File: src/rtl/float_multiplier_pipe_if.sv
// Operand/product bus for float_multiplier_pipe: valid-qualified, no backpressure.
interface float_multiplier_pipe_if #(
    parameter int EXP_W  = 8,
    parameter int FRAC_W = 23
);
    localparam int W = 1 + EXP_W + FRAC_W;

    logic         valid_in;
    logic [W-1:0] a;
    logic [W-1:0] b;
    logic         valid_out;
    logic [W-1:0] product;
    logic [3:0]   flags;

    modport master (output valid_in, a, b, input valid_out, product, flags);
    modport slave  (input valid_in, a, b, output valid_out, product, flags);
endinterface

File: src/rtl/float_multiplier_pipe.sv
// Pipelined IEEE-754 multiplier: input capture, unpack, significand multiply, normalise/round/pack.
// Subnormals flush to zero on input and output; flags = {invalid, overflow, underflow, inexact}.
module float_multiplier_pipe #(
    parameter int EXP_W  = 8,
    parameter int FRAC_W = 23
) (
    input  logic                     clk,
    input  logic                     rst,
    float_multiplier_pipe_if.slave   bus
);
    localparam int W      = 1 + EXP_W + FRAC_W;
    localparam int SIG_W  = FRAC_W + 1;
    localparam int PROD_W = 2 * SIG_W;
    localparam int XW     = EXP_W + 2;
    localparam int BIAS   = (1 << (EXP_W - 1)) - 1;

    localparam logic signed [XW-1:0] X_ONE  = XW'(1);
    localparam logic signed [XW-1:0] X_ZERO = '0;
    localparam logic signed [XW-1:0] X_EMAX = XW'((1 << EXP_W) - 1);
    localparam logic [W-1:0]         QNAN   = {1'b0, {EXP_W{1'b1}}, 1'b1, {(FRAC_W-1){1'b0}}};

    localparam logic [1:0] CLS_NUM  = 2'd0;
    localparam logic [1:0] CLS_ZERO = 2'd1;
    localparam logic [1:0] CLS_INF  = 2'd2;
    localparam logic [1:0] CLS_NAN  = 2'd3;

    // Stage 0: raw operand capture, so no input reaches the outputs combinationally
    logic         v0_q;
    logic [W-1:0] a0_q, b0_q;

    // Stage 1: unpacked fields
    logic                    v1_q, sign1_q;
    logic [SIG_W-1:0]        sig_a1_q, sig_b1_q, sig_a1_d, sig_b1_d;
    logic signed [XW-1:0]    exp1_q, exp1_d;
    logic [1:0]              cls1_q, cls1_d;

    // Stage 2: raw significand product
    logic                    v2_q, sign2_q;
    logic [PROD_W-1:0]       prod2_q;
    logic signed [XW-1:0]    exp2_q;
    logic [1:0]              cls2_q;

    // Stage 3: packed result
    logic                    v3_q;
    logic [W-1:0]            product_q, product_d;
    logic [3:0]              flags_q, flags_d;

    logic                    sa, sb;
    logic [EXP_W-1:0]        ea, eb;
    logic [FRAC_W-1:0]       fa, fb;
    logic                    a_zero, b_zero, a_inf, b_inf, a_nan, b_nan;

    assign {sa, ea, fa} = a0_q;
    assign {sb, eb, fb} = b0_q;

    always_comb begin
        a_zero = ~|ea;
        b_zero = ~|eb;
        a_inf  = (&ea) & ~|fa;
        b_inf  = (&eb) & ~|fb;
        a_nan  = (&ea) & |fa;
        b_nan  = (&eb) & |fb;
        if (a_nan || b_nan || (a_inf && b_zero) || (a_zero && b_inf))
            cls1_d = CLS_NAN;
        else if (a_inf || b_inf)
            cls1_d = CLS_INF;
        else if (a_zero || b_zero)
            cls1_d = CLS_ZERO;
        else
            cls1_d = CLS_NUM;
        sig_a1_d = a_zero ? '0 : {1'b1, fa};
        sig_b1_d = b_zero ? '0 : {1'b1, fb};
        exp1_d   = {2'b00, ea} + {2'b00, eb} - XW'(BIAS);
    end

    logic [SIG_W-1:0]     mant;
    logic [SIG_W:0]       mant_r;
    logic                 grd, rnd, stk, inexact;
    logic signed [XW-1:0] exp_n, exp_r;

    always_comb begin
        mant  = prod2_q[PROD_W-2 -: SIG_W];
        grd   = prod2_q[PROD_W-2-SIG_W];
        rnd   = prod2_q[PROD_W-3-SIG_W];
        stk   = |prod2_q[PROD_W-4-SIG_W:0];
        exp_n = exp2_q;
        if (prod2_q[PROD_W-1]) begin
            mant  = prod2_q[PROD_W-1 -: SIG_W];
            grd   = prod2_q[PROD_W-1-SIG_W];
            rnd   = prod2_q[PROD_W-2-SIG_W];
            stk   = |prod2_q[PROD_W-3-SIG_W:0];
            exp_n = exp2_q + X_ONE;
        end
        inexact = grd | rnd | stk;
        // Round to nearest, ties to even
        mant_r  = {1'b0, mant} + {{SIG_W{1'b0}}, grd & (rnd | stk | mant[0])};
        exp_r   = exp_n;
        if (mant_r[SIG_W]) begin
            mant_r = mant_r >> 1;
            exp_r  = exp_n + X_ONE;
        end

        product_d = product_q;
        flags_d   = flags_q;
        case (cls2_q)
            CLS_NAN: begin
                product_d = QNAN;
                flags_d   = 4'b1000;
            end
            CLS_INF: begin
                product_d = {sign2_q, {EXP_W{1'b1}}, {FRAC_W{1'b0}}};
                flags_d   = 4'b0000;
            end
            CLS_ZERO: begin
                product_d = {sign2_q, {(W-1){1'b0}}};
                flags_d   = 4'b0000;
            end
            default: begin
                if (exp_r >= X_EMAX) begin
                    product_d = {sign2_q, {EXP_W{1'b1}}, {FRAC_W{1'b0}}};
                    flags_d   = 4'b0101;
                end else if (exp_r <= X_ZERO) begin
                    product_d = {sign2_q, {(W-1){1'b0}}};
                    flags_d   = {2'b00, 1'b1, |mant_r};
                end else begin
                    product_d = {sign2_q, exp_r[EXP_W-1:0], mant_r[FRAC_W-1:0]};
                    flags_d   = {3'b000, inexact};
                end
            end
        endcase
    end

    always_ff @(posedge clk) begin
        if (rst) begin
            v0_q      <= 1'b0;
            v1_q      <= 1'b0;
            v2_q      <= 1'b0;
            v3_q      <= 1'b0;
            product_q <= '0;
            flags_q   <= '0;
        end else begin
            v0_q <= bus.valid_in;
            v1_q <= v0_q;
            v2_q <= v1_q;
            v3_q <= v2_q;
            if (v2_q) begin
                product_q <= product_d;
                flags_q   <= flags_d;
            end
        end
    end

    always_ff @(posedge clk) begin
        a0_q     <= bus.a;
        b0_q     <= bus.b;
        sign1_q  <= sa ^ sb;
        sig_a1_q <= sig_a1_d;
        sig_b1_q <= sig_b1_d;
        exp1_q   <= exp1_d;
        cls1_q   <= cls1_d;
        sign2_q  <= sign1_q;
        prod2_q  <= sig_a1_q * sig_b1_q;
        exp2_q   <= exp1_q;
        cls2_q   <= cls1_q;
    end

    assign bus.valid_out = v3_q;
    assign bus.product   = product_q;
    assign bus.flags     = flags_q;
endmodule

File: src/flat_wrapper.sv
// flat-port wrapper written by rule: the top's interface ports become plain ports
module float_multiplier_pipe_flat 
#(
    parameter int EXP_W  = 8,
    parameter int FRAC_W = 23
)
  (clk, rst, bus_valid_in, bus_a, bus_b, bus_valid_out, bus_product, bus_flags);
  float_multiplier_pipe_if #(.EXP_W(EXP_W), .FRAC_W(FRAC_W)) bus_i ();
  input  logic clk;
  input  logic rst;
  input wire logic [$bits(bus_i.valid_in)-1:0] bus_valid_in;
  input wire logic [$bits(bus_i.a)-1:0] bus_a;
  input wire logic [$bits(bus_i.b)-1:0] bus_b;
  output wire logic [$bits(bus_i.valid_out)-1:0] bus_valid_out;
  output wire logic [$bits(bus_i.product)-1:0] bus_product;
  output wire logic [$bits(bus_i.flags)-1:0] bus_flags;
  assign bus_i.valid_in = bus_valid_in;
  assign bus_i.a = bus_a;
  assign bus_i.b = bus_b;
  assign bus_valid_out = bus_i.valid_out;
  assign bus_product = bus_i.product;
  assign bus_flags = bus_i.flags;
  float_multiplier_pipe #(.EXP_W(EXP_W), .FRAC_W(FRAC_W)) u_core (.clk(clk), .rst(rst), .bus(bus_i));
endmodule
File: config.mk
export PLATFORM = sky130hd
export DESIGN_NAME = float_multiplier_pipe_flat
export DESIGN_NICKNAME = d
export VERILOG_FILES = /design/src/rtl/float_multiplier_pipe_if.sv /design/src/rtl/float_multiplier_pipe.sv /design/src/flat_wrapper.sv
export SDC_FILE = /design/constraint.sdc
export NUM_CORES = 2
export LEC_CHECK = 0
export BUFFER_PORTS_ARGS = -buffer_cell sky130_fd_sc_hd__buf_2
export CORE_ASPECT_RATIO = 0.7
export CORE_MARGIN = 2
export CORE_UTILIZATION = 59
export DETAILED_ROUTE_END_ITERATION = 6
export HOLD_SLACK_MARGIN = 0.12
export PLACE_DENSITY_LB_ADDON = 0.12
export SYNTH_ARGS = -nofsm -noshare
export SYNTH_HDL_FRONTEND = slang
export SYNTH_SLANG_ARGS = --single-unit
File: constraint.sdc
create_clock -name clk -period 7.3 [get_ports clk]
set_clock_uncertainty 0.05 [all_clocks]
set_input_delay 1.46 -clock clk [delete_from_list [all_inputs] [get_ports clk]]
set_output_delay 1.46 -clock clk [all_outputs]
set_load 0.01 [all_outputs]
Word-level counts from Yosys, hierarchy flattened. Index checks and enable logic that the tools add are counted.

Add/sub/neg operators: 5. Eq/ne operators: 3. $lt $le $gt $ge: 2. Divide/modulo/power cells: 0. Bitwise operators: 10. Reductions and logical operators: 22. Muxes and demuxes: 17. Shift-type cells: 0. Multiply operators: 1.

Operators by type and width (count): 2-to-1 mux 24 bit (4); one-hot mux 32 bit (3 select lines) (1); 2-to-1 mux 31 bit (2); multiplier 24 x 24 -> 48 bit (1); OR reduction 23 bit (2); adder 24 x 1 -> 25 bit (1); OR reduction 25 bit (1); OR reduction 22 bit (1); OR reduction 21 bit (1); adder 10 x 2 -> 10 bit, second input constant (2); 2-to-1 mux 10 bit (2); AND reduction 8 bit (2); OR reduction 8 bit (2); >= comparator 10 x 9 -> 1 bit, second input constant (1); less-or-equal comparator 10 x 1 -> 1 bit, second input constant (1); subtractor 10 x 7 -> 10 bit, second input constant (1); adder 8 x 8 -> 9 bit (1); one-hot mux 4 bit (2 select lines) (1); bitwise AND 1 bit (5); logical OR 1 bit (5); 2-to-1 mux 1 bit (5); == test 2 bit, second input constant (2); logical NOT 1 bit (4); 2-to-1 mux 4 bit (1); 6 further kinds (11).

Bits in writable memories: 0. ROM bits: 0. Bits in latches: 0. Word-level logic and storage cells: 80. Input bits: 67. Memories kept: 0. Output and inout port bits: 37. Register bits: 226.

Longest topological paths before layout.
Depth in word-level cells: 11. Gate-level depth with buffers: 28. Depth with buffers taken out: 26.

Worst setup path before layout. Ideal clock, no wire load.

Path type: register -> register. From: reg u_core.sig_b1_q[3]. To: reg u_core.prod2_q[46]. Stages on the path, launching flop included: 26. Path buffers: 1. Setup time: 0.127 ns. Required time: 7.123 ns. Period minus slack after synthesis: 6.891 ns. Arrival: 6.714 ns. Setup slack: 0.409 ns. Cells stage by stage: dfxtp_1 clkbuf_1 nand2_1 fa_1 inv_1 fa_1 inv_1 fa_1 fa_1 inv_1 fa_1 fa_1 inv_1 fa_1 inv_1 ha_1 and2_1 a2111oi_0 o21a_1 o21ai_0 o21a_1 o221ai_1 o21ai_0 a41oi_1 o21ai_0 xor2_1.

Cells in the longest elaborated chain, start to end: 1.

RTL lines: start, declared (line float_multiplier_pipe.sv:33) `logic [SIG_W-1:0] sig_a1_q, sig_b1_q, sig_a1_d, sig_b1_d;`; start signal, assigned (line float_multiplier_pipe.sv:158) `sig_b1_q <= sig_b1_d;`; multiplier 24 x 24 -> 48 bit (line float_multiplier_pipe.sv:162) `prod2_q <= sig_a1_q * sig_b1_q;`; end signal, assigned (line float_multiplier_pipe.sv:162); end, declared (line float_multiplier_pipe.sv:39) `logic [PROD_W-1:0] prod2_q;`.

No other way between the ends. A chain may end at the register's enable or synchronous reset.

Worst setup path in the final report.
From: reg u_core.sig_a1_q[15]. To: reg u_core.prod2_q[47].

Cells in the longest elaborated chain, start to end: 1.

RTL lines: start, declared (line float_multiplier_pipe.sv:33); start signal, assigned (line float_multiplier_pipe.sv:157) `sig_a1_q <= sig_a1_d;`; multiplier 24 x 24 -> 48 bit (line float_multiplier_pipe.sv:162).

No other way between the ends.

==> flow_metrics.tcl <==
set metrics [dict create \
    status "finished, final reports clean" \
    yosysSeqAreaShare 0.169 \
    synth_top_area_share 0.361 \
    ios 104 \
    start_kind "register" \
    grt_overflow 0 \
    fin_area_um2 29100 \
    die_w_um 259 \
    hp-start "u_core.exp1_q[8]" \
    synthTopCellsByArea "fa_1 36%, dfxtp_1 17%, ha_1 8.7%" \
    maxSlewViolCount 0 \
    cts_tree "built" \
    async_flop_share 0 \
    synth.avg_cell_area_um2 9.18 \
    synth_top_family_by_area "adder cells" \
    drtAntennaViolNets 0 \
    drt-total-wl_um 70800 \
    vias 19892 \
    post_drt_wl_per_cell_um 19.6 \
    core_area_um2 45000 \
    start_util 0.596 \
    die-area_um2 47200 \
    final_hold_viol_count 0 \
    dpl.cell_count 3562 \
    synth-edff-count 0 \
    cts_made_buffers 24 \
    cts_hold_buf 0 \
    r2r_start "u_core.sig_a1_q[15]" \
    gp_congestion 0.962 \
    synth_cell_types 71 \
    crit_type "reg -> reg" \
    grt_pass1_vias 20732 \
    setup_viol 0 \
    area.growth.synth_to_final_pct 8.47 \
    synth-compound-area-share 0.0534 \
    htreeDepth 1 \
    synth_fa_ha_area_frac 0.448 \
    drv_cap 0 \
    grtUsageTotal 0.315 \
    drt_iter0_drc 1888 \
    cts_root_buf "clkbuf_16" \
    slew_headroom 0.105 \
    final_nets 3723 \
    worstHoldPathType "reg -> reg" \
    grt_pass1_wl_um 115000 \
    cp.required_ns 7.65 \
    syn_area_um2 26800 \
    dp_hpwl_um 58900 \
    ys_ff_latch 226 \
    max_freq_mhz 143 \
    drive_gt1_frac 0.0945 \
    synth_cells 2919 \
    max_stage_delay_ns 0.59 \
    critPathSlowestCell "fa_1" \
    cp_max_fo 21 \
    antenna_found_initial 1 \
    path_common_cell "fa_1" \
    synth_top_cell_by_area "fa_1" \
    die_h_um 182 \
    grt_setup_unrepaired "true" \
    ys_dominant_reg_cell "dfxtp_1" \
    rows 65 \
    synthesis.yosys.warnings 0 \
    drc_errors 0 \
    finish.utilization 0.646 \
    vias_per_cell 5.51 \
    finalNonFillerCells 3608 \
    clock_sinks 226 \
    synth-simple-area-share 0.183 \
    synthMuxAreaShare 0.0123 \
    cts_buffer_depth 3 \
    grt_max_degree 50 \
    worstMarginPinSlew_ns 1.34 \
    critPathCaptureType "register" \
    period_needed_ns 6.99 \
    crit_family "adder cells" \
    path_buf_inv 6 \
    first_pass_iters 6 \
    post-route-period-util 0.958 \
    clk_pin_slew_ns 0.07 \
    synth-xor-area-share 0.0340 \
    placed_cell_area_um2 28100 \
    cp-startpoint "u_core.sig_a1_q[15]" \
    crit_arrival_ns 7.35 \
    numPortBuffers 103 \
    synthesis.nets 3656 \
    clk_latency_ns 0.56 \
]
-- registers in the layout (all words and copies together) (netlist names) --
signal / cells
u_core.a0_q: 32
u_core.b0_q: 32
u_core.bus.flags: 4
u_core.bus.product: 32
u_core.bus.valid_out: 1
u_core.cls1_q: 2
u_core.cls2_q: 2
u_core.exp1_q: 10
u_core.exp2_q: 10
u_core.prod2_q: 48
u_core.sig_a1_q: 24
u_core.sig_b1_q: 24
u_core.sign1_q: 1
u_core.sign2_q: 1
u_core.v0_q: 1
u_core.v1_q: 1
u_core.v2_q: 1
-- per-stage QoR --
step / setup TNS, ns / hold WS, ns / setup WS (ns)
2_1_floorplan: 0 / 0.260 / 0.409
3_3_place_gp: 0 / 0.263 / 0.130
3_5_place_dp: -0.169 / 0.263 / -0.0933
4_1_cts: 0 / 0.278 / 0.0135
5_1_grt: 0 / 0.282 / 0.00222
6_report: 0 / 0.278 / 0.308
-- cell usage in the layout, fill, tap and decap left out, drive strengths merged, types with 24 or more instances in the layout --
cell type / instances
fa: 483
a21oi: 77
buf: 182
nor4: 24
nand2: 353
inv: 572
and2: 353
xnor2: 63
dfxtp: 226
mux2i: 24
clkbuf: 32
o21ai: 44
nor2: 75
nand4: 29
nand3: 28
xor2: 41
ha: 187
-- cells in the mapped netlist (all sizes together), types with 4 or more instances --
cell type / count
nor4: 24
o21ai: 44
mux2: 8
xor2: 41
clkbuf: 130
and3: 19
a21oi: 77
o221a: 4
inv: 571
a31oi: 7
a22oi: 5
a211oi: 9
o21a: 6
buf: 11
nor2: 75
and2: 353
o211ai: 7
nand2: 353
mux2i: 24
nand3: 28
o22ai: 6
dfxtp: 226
nor3b: 4
nand4: 29
fa: 483
xnor2: 63
or2: 4
nand2b: 7
ha: 187
a32oi: 10
or3: 4
nor2b: 14
a21o: 11
nor3: 19
o21bai: 16
-- cells by family (layout without fill, tap and decap cells) --
group,count (synthesis),in the layout
flops,226,226
simple gates,951,951
fa+ha+maj,670,670
buf+inv,712,797
other cells,0,1
xor+xnor,104,104
mux,32,32
compound gates,224,224
-- final timing paths --
check,end,slack [ns],depth (start not counted)
setup reg to reg,u_core.prod2_q[47],0.31,25
hold reg to reg,u_core.exp2_q[8],0.28,0
hold / removal,u_core.exp2_q[8],0.28,0
setup / recovery,u_core.prod2_q[47],0.31,25
-- worst reg2reg max path, stage by stage (launching register included) --
cell,delay [ns]
dfxtp_1,0.42
buf_8,0.21
nand2_1,0.10
fa_1,0.51
inv_1,0.05
fa_1,0.49
inv_1,0.07
fa_1,0.45
fa_1,0.59
inv_1,0.08
fa_1,0.52
fa_1,0.51
inv_1,0.06
fa_1,0.47
inv_1,0.04
ha_2,0.38
nand2_1,0.11
o21ai_4,0.17
nor4_2,0.07
nor2_1,0.14
o21ai_2,0.09
o211ai_1,0.45
a31oi_2,0.24
a21boi_2,0.24
mux2i_1,0.21
nand4_1,0.09
-- timing repair --
item,4_1_cts,5_1_grt
setup buffers,0,1
pin swaps,1,5
endpoints found under the hold margin,0,0
setup endpoints to repair,2,15
resized for setup,3,58
-- final cells by class --
| class | instances | area [um2] |
|---|---|---|
| diodes | 1 | 2.50 |
| inverters | 571 | 2140 |
| repair buffers | 182 | 1160 |
| clock buffers | 32 | 671 |
| clock inverters | 12 | 128 |
| well taps | 603 | 754 |
| multi-input cells | 1981 | 19700 |
| fillers | 3697 | 15900 |
| flip-flops and latches | 226 | 4560 |
-- routing by layer --
| metal | GRT usage | wire length [um] | vias to the layer above |
|---|---|---|---|
| met1 | 0.479 | 33100 | 9971 |
| li1 | - | - | 8998 |
| met3 | 0.112 | 8880 | 64 |
| met5 | 0 | 13 | - |
| met4 | 0.0534 | 989 | 2 |
| met2 | 0.435 | 27700 | 857 |
Power is left out: the tool's default activity adds up to more than one toggle a clock period on the data nets, which glitch-free logic cannot reach.
